File: config.mk
export PLATFORM = sky130hd
export DESIGN_NAME = lane_sequencer
export DESIGN_NICKNAME = d
export VERILOG_FILES = /design/src/rtl/lane_sequencer.sv
export SDC_FILE = /design/constraint.sdc
export NUM_CORES = 1
export LEC_CHECK = 0
export CORE_MARGIN = 4
export CORE_UTILIZATION = 41
export CTS_CLUSTER_DIAMETER = 80
export DETAILED_ROUTE_END_ITERATION = 7
export PLACE_DENSITY = 0.81
export SLEW_MARGIN = 40
export SYNTH_ARGS = -nofsm -noshare
export SYNTH_HDL_FRONTEND = slang
export SYNTH_SLANG_ARGS = --single-unit
File: constraint.sdc
create_clock -name clk -period 1.7 [get_ports clk]
set_input_delay 0.34 -clock clk [delete_from_list [all_inputs] [get_ports clk]]
set_output_delay 0.34 -clock clk [all_outputs]
set_load 0.02 [all_outputs]
File: src/rtl/lane_sequencer.sv
// lane_sequencer: time-multiplexes one ELEM_W-bit vector lane across the
// NUM_ELEM elements of a vector op. It latches a request, issues one element
// per cycle to the lane, assembles the lane results and presents the vector
// on a valid/ready handshake.
//
// Build option: LANE_SEQ_BACK2BACK_EN lets a new request be accepted in the
// same cycle the finished result is handed off, skipping the IDLE cycle.
//
// state | meaning
// IDLE  | waiting for a request, req_ready high
// ISSUE | driving element cnt_q to the lane and capturing its result
// DONE  | res_vec complete, holding res_valid until res_ready
module lane_sequencer #(
    parameter int ELEM_W   = 16,
    parameter int NUM_ELEM = 4,
    localparam int CNT_W   = $clog2(NUM_ELEM),
    localparam int VEC_W   = ELEM_W * NUM_ELEM
) (
    input  logic              clk,
    input  logic              rst,
    input  logic              req_valid,
    output logic              req_ready,
    input  logic [1:0]        req_op,
    input  logic              req_size,
    input  logic [VEC_W-1:0]  req_vec,
    input  logic [CNT_W-1:0]  req_idx,
    input  logic [ELEM_W-1:0] req_srcb,
    output logic [2:0]        lane_ctrl,
    output logic [CNT_W-1:0]  lane_id,
    output logic [ELEM_W-1:0] lane_v,
    output logic [CNT_W-1:0]  lane_idx,
    output logic [ELEM_W-1:0] lane_srcb,
    input  logic [ELEM_W-1:0] lane_res,
    output logic              res_valid,
    input  logic              res_ready,
    output logic [VEC_W-1:0]  res_vec,
    output logic              busy
);

    typedef enum logic [1:0] {
        IDLE  = 2'd0,
        ISSUE = 2'd1,
        DONE  = 2'd2
    } state_t;

    state_t             state_q, state_d;
    logic [CNT_W-1:0]   cnt_q, cnt_d;
    logic [1:0]         op_q, op_d;
    logic               size_q, size_d;
    logic [VEC_W-1:0]   vec_q, vec_d;
    logic [CNT_W-1:0]   idx_q, idx_d;
    logic [ELEM_W-1:0]  srcb_q, srcb_d;
    logic [VEC_W-1:0]   res_q, res_d;
    logic               load;

    // Next-state, handshake outputs and result capture.
    always_comb begin
        state_d   = state_q;
        cnt_d     = cnt_q;
        op_d      = op_q;
        size_d    = size_q;
        vec_d     = vec_q;
        idx_d     = idx_q;
        srcb_d    = srcb_q;
        res_d     = res_q;
        req_ready = 1'b0;
        res_valid = 1'b0;
        load      = 1'b0;
        case (state_q)
            IDLE: begin
                req_ready = 1'b1;
                if (req_valid) begin
                    load    = 1'b1;
                    state_d = ISSUE;
                end
            end
            ISSUE: begin
                for (int k = 0; k < NUM_ELEM; k++) begin
                    if (cnt_q == CNT_W'(k)) begin
                        res_d[k*ELEM_W +: ELEM_W] = lane_res;
                    end
                end
                if (cnt_q == CNT_W'(NUM_ELEM - 1)) begin
                    cnt_d   = '0;
                    state_d = DONE;
                end else begin
                    cnt_d = cnt_q + 1'b1;
                end
            end
            DONE: begin
                res_valid = 1'b1;
`ifdef LANE_SEQ_BACK2BACK_EN
                req_ready = res_ready;
                if (res_ready) begin
                    if (req_valid) begin
                        load    = 1'b1;
                        state_d = ISSUE;
                    end else begin
                        state_d = IDLE;
                    end
                end
`else
                req_ready = 1'b0;
                if (res_ready) begin
                    state_d = IDLE;
                end
`endif
            end
            default: begin
                state_d = IDLE;
            end
        endcase
        if (load) begin
            op_d   = req_op;
            size_d = req_size;
            vec_d  = req_vec;
            idx_d  = req_idx;
            srcb_d = req_srcb;
            cnt_d  = '0;
        end
    end

    // State and operand registers; reset also discards any partial result.
    always_ff @(posedge clk) begin
        if (rst) begin
            state_q <= IDLE;
            cnt_q   <= '0;
            op_q    <= '0;
            size_q  <= 1'b0;
            vec_q   <= '0;
            idx_q   <= '0;
            srcb_q  <= '0;
            res_q   <= '0;
        end else begin
            state_q <= state_d;
            cnt_q   <= cnt_d;
            op_q    <= op_d;
            size_q  <= size_d;
            vec_q   <= vec_d;
            idx_q   <= idx_d;
            srcb_q  <= srcb_d;
            res_q   <= res_d;
        end
    end

    // Element select: the lane only ever sees latched operands.
    always_comb begin
        lane_v = '0;
        for (int k = 0; k < NUM_ELEM; k++) begin
            if (cnt_q == CNT_W'(k)) begin
                lane_v = vec_q[k*ELEM_W +: ELEM_W];
            end
        end
    end

    assign lane_ctrl = {op_q, size_q};
    assign lane_id   = cnt_q;
    assign lane_idx  = idx_q;
    assign lane_srcb = srcb_q;
    assign res_vec   = res_q;
    assign busy      = (state_q != IDLE);

endmodule

After elaboration in Yosys (flattened, before gate mapping)
Index checks and enable logic that the tools add are counted.
{ "op_classes": {"add_sub_neg": 1, "eq_ne": 8, "muxes": 13, "n_reduce_logical": 9} }
{ "ops": {"columns": ["op", "n"], "rows": [
  ["16-bit two-way mux", 4],
  ["2-bit two-way mux", 4],
  ["2-bit AND reduction", 4],
  ["2-bit == test, second input constant", 3],
  ["2-bit != test, second input constant", 3],
  ["2-bit one-hot mux with 3 select lines", 1],
  ["2-bit by 1-bit == test with 1-bit output, second input constant", 2],
  ["2-bit zero test", 2],
  ["1-bit two-way mux", 4],
  ["3-bit AND reduction", 1],
  ["2-bit by 1-bit adder with 2-bit output, second input constant", 1],
  ["2-bit nonzero test", 1],
  ["2-bit OR reduction", 1]
]} }
{ "totals": {"register_bits": 153} }

Depth between registers and ports, before layout
Gate-level depths: netlist of run 1.
{ "depth": {"ltp_word": 5, "mapped_depth": 8, "mapped_depth_nobuf": 5} }

Worst setup path after synthesis of run 1
No wires, ideal clock.
{ "synth_path": {"path_kind": "register -> output", "from": "reg cnt_q[0], in the netlist lane_id[0]", "to": "out lane_v[10]", "arrival_time_ps": 1748, "required_time_ps": 1360, "setup_slack_ps": -388, "path_stages_with_launch": 7, "path_cell_list": "dfxtp_1 -> ha_1 -> clkbuf_1 -> clkbuf_1 -> or3b_2 -> o21ai_0 -> a31oi_1"} }
{ "synth_between": {"elab_chain_len": 5} }
{ "synth_lines": {"columns": ["item", "line_no", "text"], "rows": [
  ["start: declaration", "47", "logic [CNT_W-1:0] cnt_q, cnt_d;"],
  ["start signal: assignment", "136", "cnt_q <= cnt_d;"],
  ["2-bit zero test", "150", "if (cnt_q == CNT_W'(k)) begin"],
  ["16-bit two-way mux (3 in a row)", "150", null],
  ["16-bit two-way mux *", "150", null],
  ["end: declaration", "30", "output logic [ELEM_W-1:0] lane_v,"]
]} }
Mark *: on every way between the ends. The rest lies on a longest branch, timed or not.

Worst setup path in the final report of run 1
Ends and elaborated chain as after synthesis.

==> results of run 1 <==
[worst paths after layout]
path,end,from,cells after the start
max,lane_v[10],lane_id[0]$_SDFFE_PP0N_,7
min,size_q$_SDFFE_PP0P_,rst,2
max reg2reg,res_vec[7]$_SDFFE_PP0P_,lane_id[0]$_SDFFE_PP0N_,9
min reg2reg,res_vec[1]$_SDFFE_PP0P_,res_vec[1]$_SDFFE_PP0P_,2
[cells in the final DEF (no fill, tap or decap), drive strengths merged]
| master | n |
|---|---|
| nor2 | 4 |
| o21bai | 1 |
| nor3 | 1 |
| a21oi | 150 |
| nand2 | 314 |
| nand3b | 20 |
| clkbuf | 23 |
| clkdlybuf4s50 | 103 |
| inv | 15 |
| a31oi | 16 |
| buf | 59 |
| nor3b | 1 |
| clkinv | 4 |
| mux2i | 1 |
| or3b | 17 |
| nor2b | 1 |
| and3b | 6 |
| a32oi | 2 |
| ha | 4 |
| dfxtp | 153 |
| or2 | 1 |
| o21ai | 16 |
| dlygate4sd2 | 87 |
| nand2b | 1 |
[cells by family (layout without fill, tap and decap cells)]
group           Yosys count  after routing
flops                   153            153
fa+ha+maj                 4              4
compound gates          185            185
mux                       1              1
buf+inv                  66            291
simple gates            364            366
[per-stage QoR]
step / setup TNS, ps / cells / area (sq um)
5_1_grt: -8513 / 1180 / 9583
2_1_floorplan: -438.6 / 773 / 6291
3_3_place_gp: -18860 / 1129 / 8576
4_1_cts: -7354 / 1172 / 9349
6_report: -7415 / 1180 / 9583
3_5_place_dp: -22560 / 1129 / 8576
[routing by layer]
metal / routed length, um / track usage, % / part of all wire (%) / vias up
met5: 0 / 0 / 0 / -
met4: 470 / 6.856 / 2.4 / 0
met3: 1579 / 6.351 / 7.9 / 33
met2: 9898 / 36.43 / 50 / 227
met1: 7968 / 27.40 / 40 / 2816
li1: - / - / - / 2969
[final cells by class]
class                           count  share of cell area, %
Inverter                            5                 0.2481
Multi-Input combinational cell    556                  32.47
Clock buffer                       18                  4.583
Sequential cell                   153                  32.04
Timing Repair Buffer              254                  26.97
Clock inverter                     14                  1.332
Tap cell                          180                  2.350
[flip-flops by register name (all words and copies together), names as in the netlist]
register   flops
res_vec       64
vec_q         64
lane_srcb     16
lane_id        2
lane_idx       2
op_q           2
state_q        2
size_q         1
[power by group]
group | total, mW | internal (mW) | switching, mW
logic | 1.38 | 0.681 | 0.698
clock network | 3.65 | 1.98 | 1.67
registers | 3.84 | 3.74 | 0.102
total | 8.87 | 6.40 | 2.47
[what timing repair did]
action	CTS	global route
buffers inserted	9	5
pin swaps	9	21
setup endpoints to repair	138	40
cloned	2	6
resized for setup	233	32
==> impl_summary.log, run 1 <==
INFO  metric post_drt_via_cell_ratio = 5.123
INFO  metric maxSlewHeadroom = just over 70%
INFO  metric yosys-mux-area-fraction = 0.1673%
INFO  metric fin_nets = 1,096
INFO  metric violations_in_the_final_reports = setup timing
INFO  metric cp_data_arrival_time = about 1900 ps
INFO  metric max_freq = 447.1 MHz
INFO  metric clock-sinks = approximately 150
INFO  metric worstSetupEndpointType = output pin
INFO  metric cp_data_required_time = approximately 1400 ps
INFO  metric seq_area_frac_synth = 51.18%
INFO  metric rrSetupSlack = 10 ps
INFO  metric first_iteration_detailed_routing_drc_count = ~480
INFO  metric run_status = finished with violations
INFO  metric fin_util = slightly below 70%
INFO  metric antenna_found_initial = 0
INFO  metric postRouteWirelength = ~20,000 um
INFO  metric gr-usage-all-layers = 21.88%
INFO  metric synth_simple_gate_area_share = roughly a quarter
INFO  metric number_of_enable_flip_flop_cells_after_synthesis = 0
INFO  metric max_cap_violations = 0
INFO  metric synth.largest_area_cell = sky130_fd_sc_hd__dfxtp_1
INFO  metric cts.hold.buffers_added = 0
INFO  metric crit_fanout = 8
INFO  metric fin_hold_ws = slightly above 300 ps
INFO  metric ctsLongestPathBuffers = 2
INFO  metric antenna_violating_nets_post_route = 0
INFO  metric worst-slew-pin-transition = around 420 ps
INFO  metric antennaDiodeCount = 0
INFO  metric io-pin-count = around 210
INFO  metric synth_top_area_share = 51.18%
INFO  metric critPathSlowestCell = sky130_fd_sc_hd__or3b_4
INFO  metric first_global_vias = 5,535
INFO  metric postSynthCellCount = 773
INFO  metric synth_top_family_by_area = simple AND/OR/NAND/NOR gates
INFO  metric grt.overflow.total = 0
INFO  metric syn-mean-instance-area = around 7.7 sq um
INFO  metric floorplan.core_area = 14,100 sq um
INFO  metric numPortBuffers = between 200 and 250
INFO  metric p_leak = roughly 4 nW
INFO  metric slew_viol_final = 0
INFO  metric ys_types = 26
INFO  metric floorplan.die_area = between 15,000 and 20,000 sq um
INFO  metric fp.dieH = 128.8 um
INFO  metric post-place-ws = -722.3 ps
INFO  metric filler_cell_count = ~1.1k
INFO  metric setup_repair_after_global_routing_missed_its_margin = yes
INFO  metric global_route_wire_length_before_repair = roughly 29,000 um
INFO  metric layout-area-overhead-vs-synth = 60.13%
INFO  metric worst_skew = 8.204 ps
INFO  metric synth_top_flop_cell = sky130_fd_sc_hd__dfxtp_1
INFO  metric final_layout_size_suffix_gt1_share = around 17%
INFO  metric floorplan.rows = 43
INFO  metric path_clk_slew = approximately 70 ps
INFO  metric max_stage_delay = around 380 ps
INFO  metric timing.hold.worst.class = in2reg
INFO  metric clock_tree_from_tritoncts = built
INFO  metric seq_area = 3070 sq um
INFO  metric synthTopCellsByCount = 314 x sky130_fd_sc_hd__nand2_1, 153 x sky130_fd_sc_hd__dfxtp_1, 150 x sky130_fd_sc_hd__a21oi_1, 31 x sky130_fd_sc_hd__clkbuf_1
INFO  metric clock_tree.htree_level_count = 4
INFO  metric synthTopCellsByArea = sky130_fd_sc_hd__dfxtp_1 51%, sky130_fd_sc_hd__nand2_1 20%, sky130_fd_sc_hd__a21oi_1 13%, sky130_fd_sc_hd__or3b_2 2.3%, sky130_fd_sc_hd__nand3b_1 2.1%
INFO  metric clock-root-buffer = sky130_fd_sc_hd__clkbuf_16
INFO  metric synthAdderAreaFrac = less than 1%
INFO  metric postSynth.asyncResetShare = 0%
INFO  metric yosysWarningCount = 0
INFO  metric power.total = ~9 mW
INFO  metric die_width = approximately 130 um
INFO  metric cts_buffers = 17
INFO  metric worstSkewPairLatency = between 400 and 500 ps
INFO  metric post_synth_xor_area_fraction = 0%
INFO  metric mappedNetlistNets = a little under 900
INFO  metric routed_wire_length_per_instance = approximately 17 um
INFO  metric drtPass1Iterations = 5
INFO  metric critical_path.startpoint_type = flop
INFO  metric yosysMostFrequentCell = sky130_fd_sc_hd__nand2_1
INFO  metric post_synth_instance_area = between 5000 and 6000 sq um
INFO  metric routed-via-count = ~6.0k
INFO  metric period_minus_slack = 2237 ps
INFO  metric routabilityCongestion = 0.8256
INFO  metric synth_compound_gate_area_share = between 15 and 20%
INFO  metric final-setup-viol-count = 16
INFO  metric series_of_cell_instances_along_the_critical_path = inv_4 -> ha_4 -> buf_6 -> or3b_4 -> o21ai_2 -> a31oi_2 -> buf_4
INFO  metric timing_worst_setup_path_type = reg2out
INFO  metric power.density = between 900 and 1000 nW/um^2
INFO  metric layout_setup_ws = -536.5 ps
INFO  metric detail_route.drc_violations = 0
INFO  metric timing.critical_path.max_delay_family = buffers and inverters
INFO  metric worstPathBufferInverterCount = 3
INFO  metric initial_core_util = 42.46%
INFO  metric multi_input_comb_area = between 3000 and 4000 sq um
INFO  metric finalHoldViolCount = 0
INFO  metric timing.final.crit_share = 131.6%
INFO  metric vdd_drop_max = slightly below 0.7 mV
INFO  metric grt_max_degree = 62
INFO  metric ys_ff_latch = 153
INFO  metric detailed_placement_hpwl = 12,610 um
(Power assumes the default switching activity.)
==> run 2: changes to the inputs <==
GPL_ROUTABILITY_DRIVEN = 1   (was unset)
SLEW_MARGIN = unset   (was 40)
==> results of run 2 <==
Final layout, timing and power as in run 1 (identical DEF).
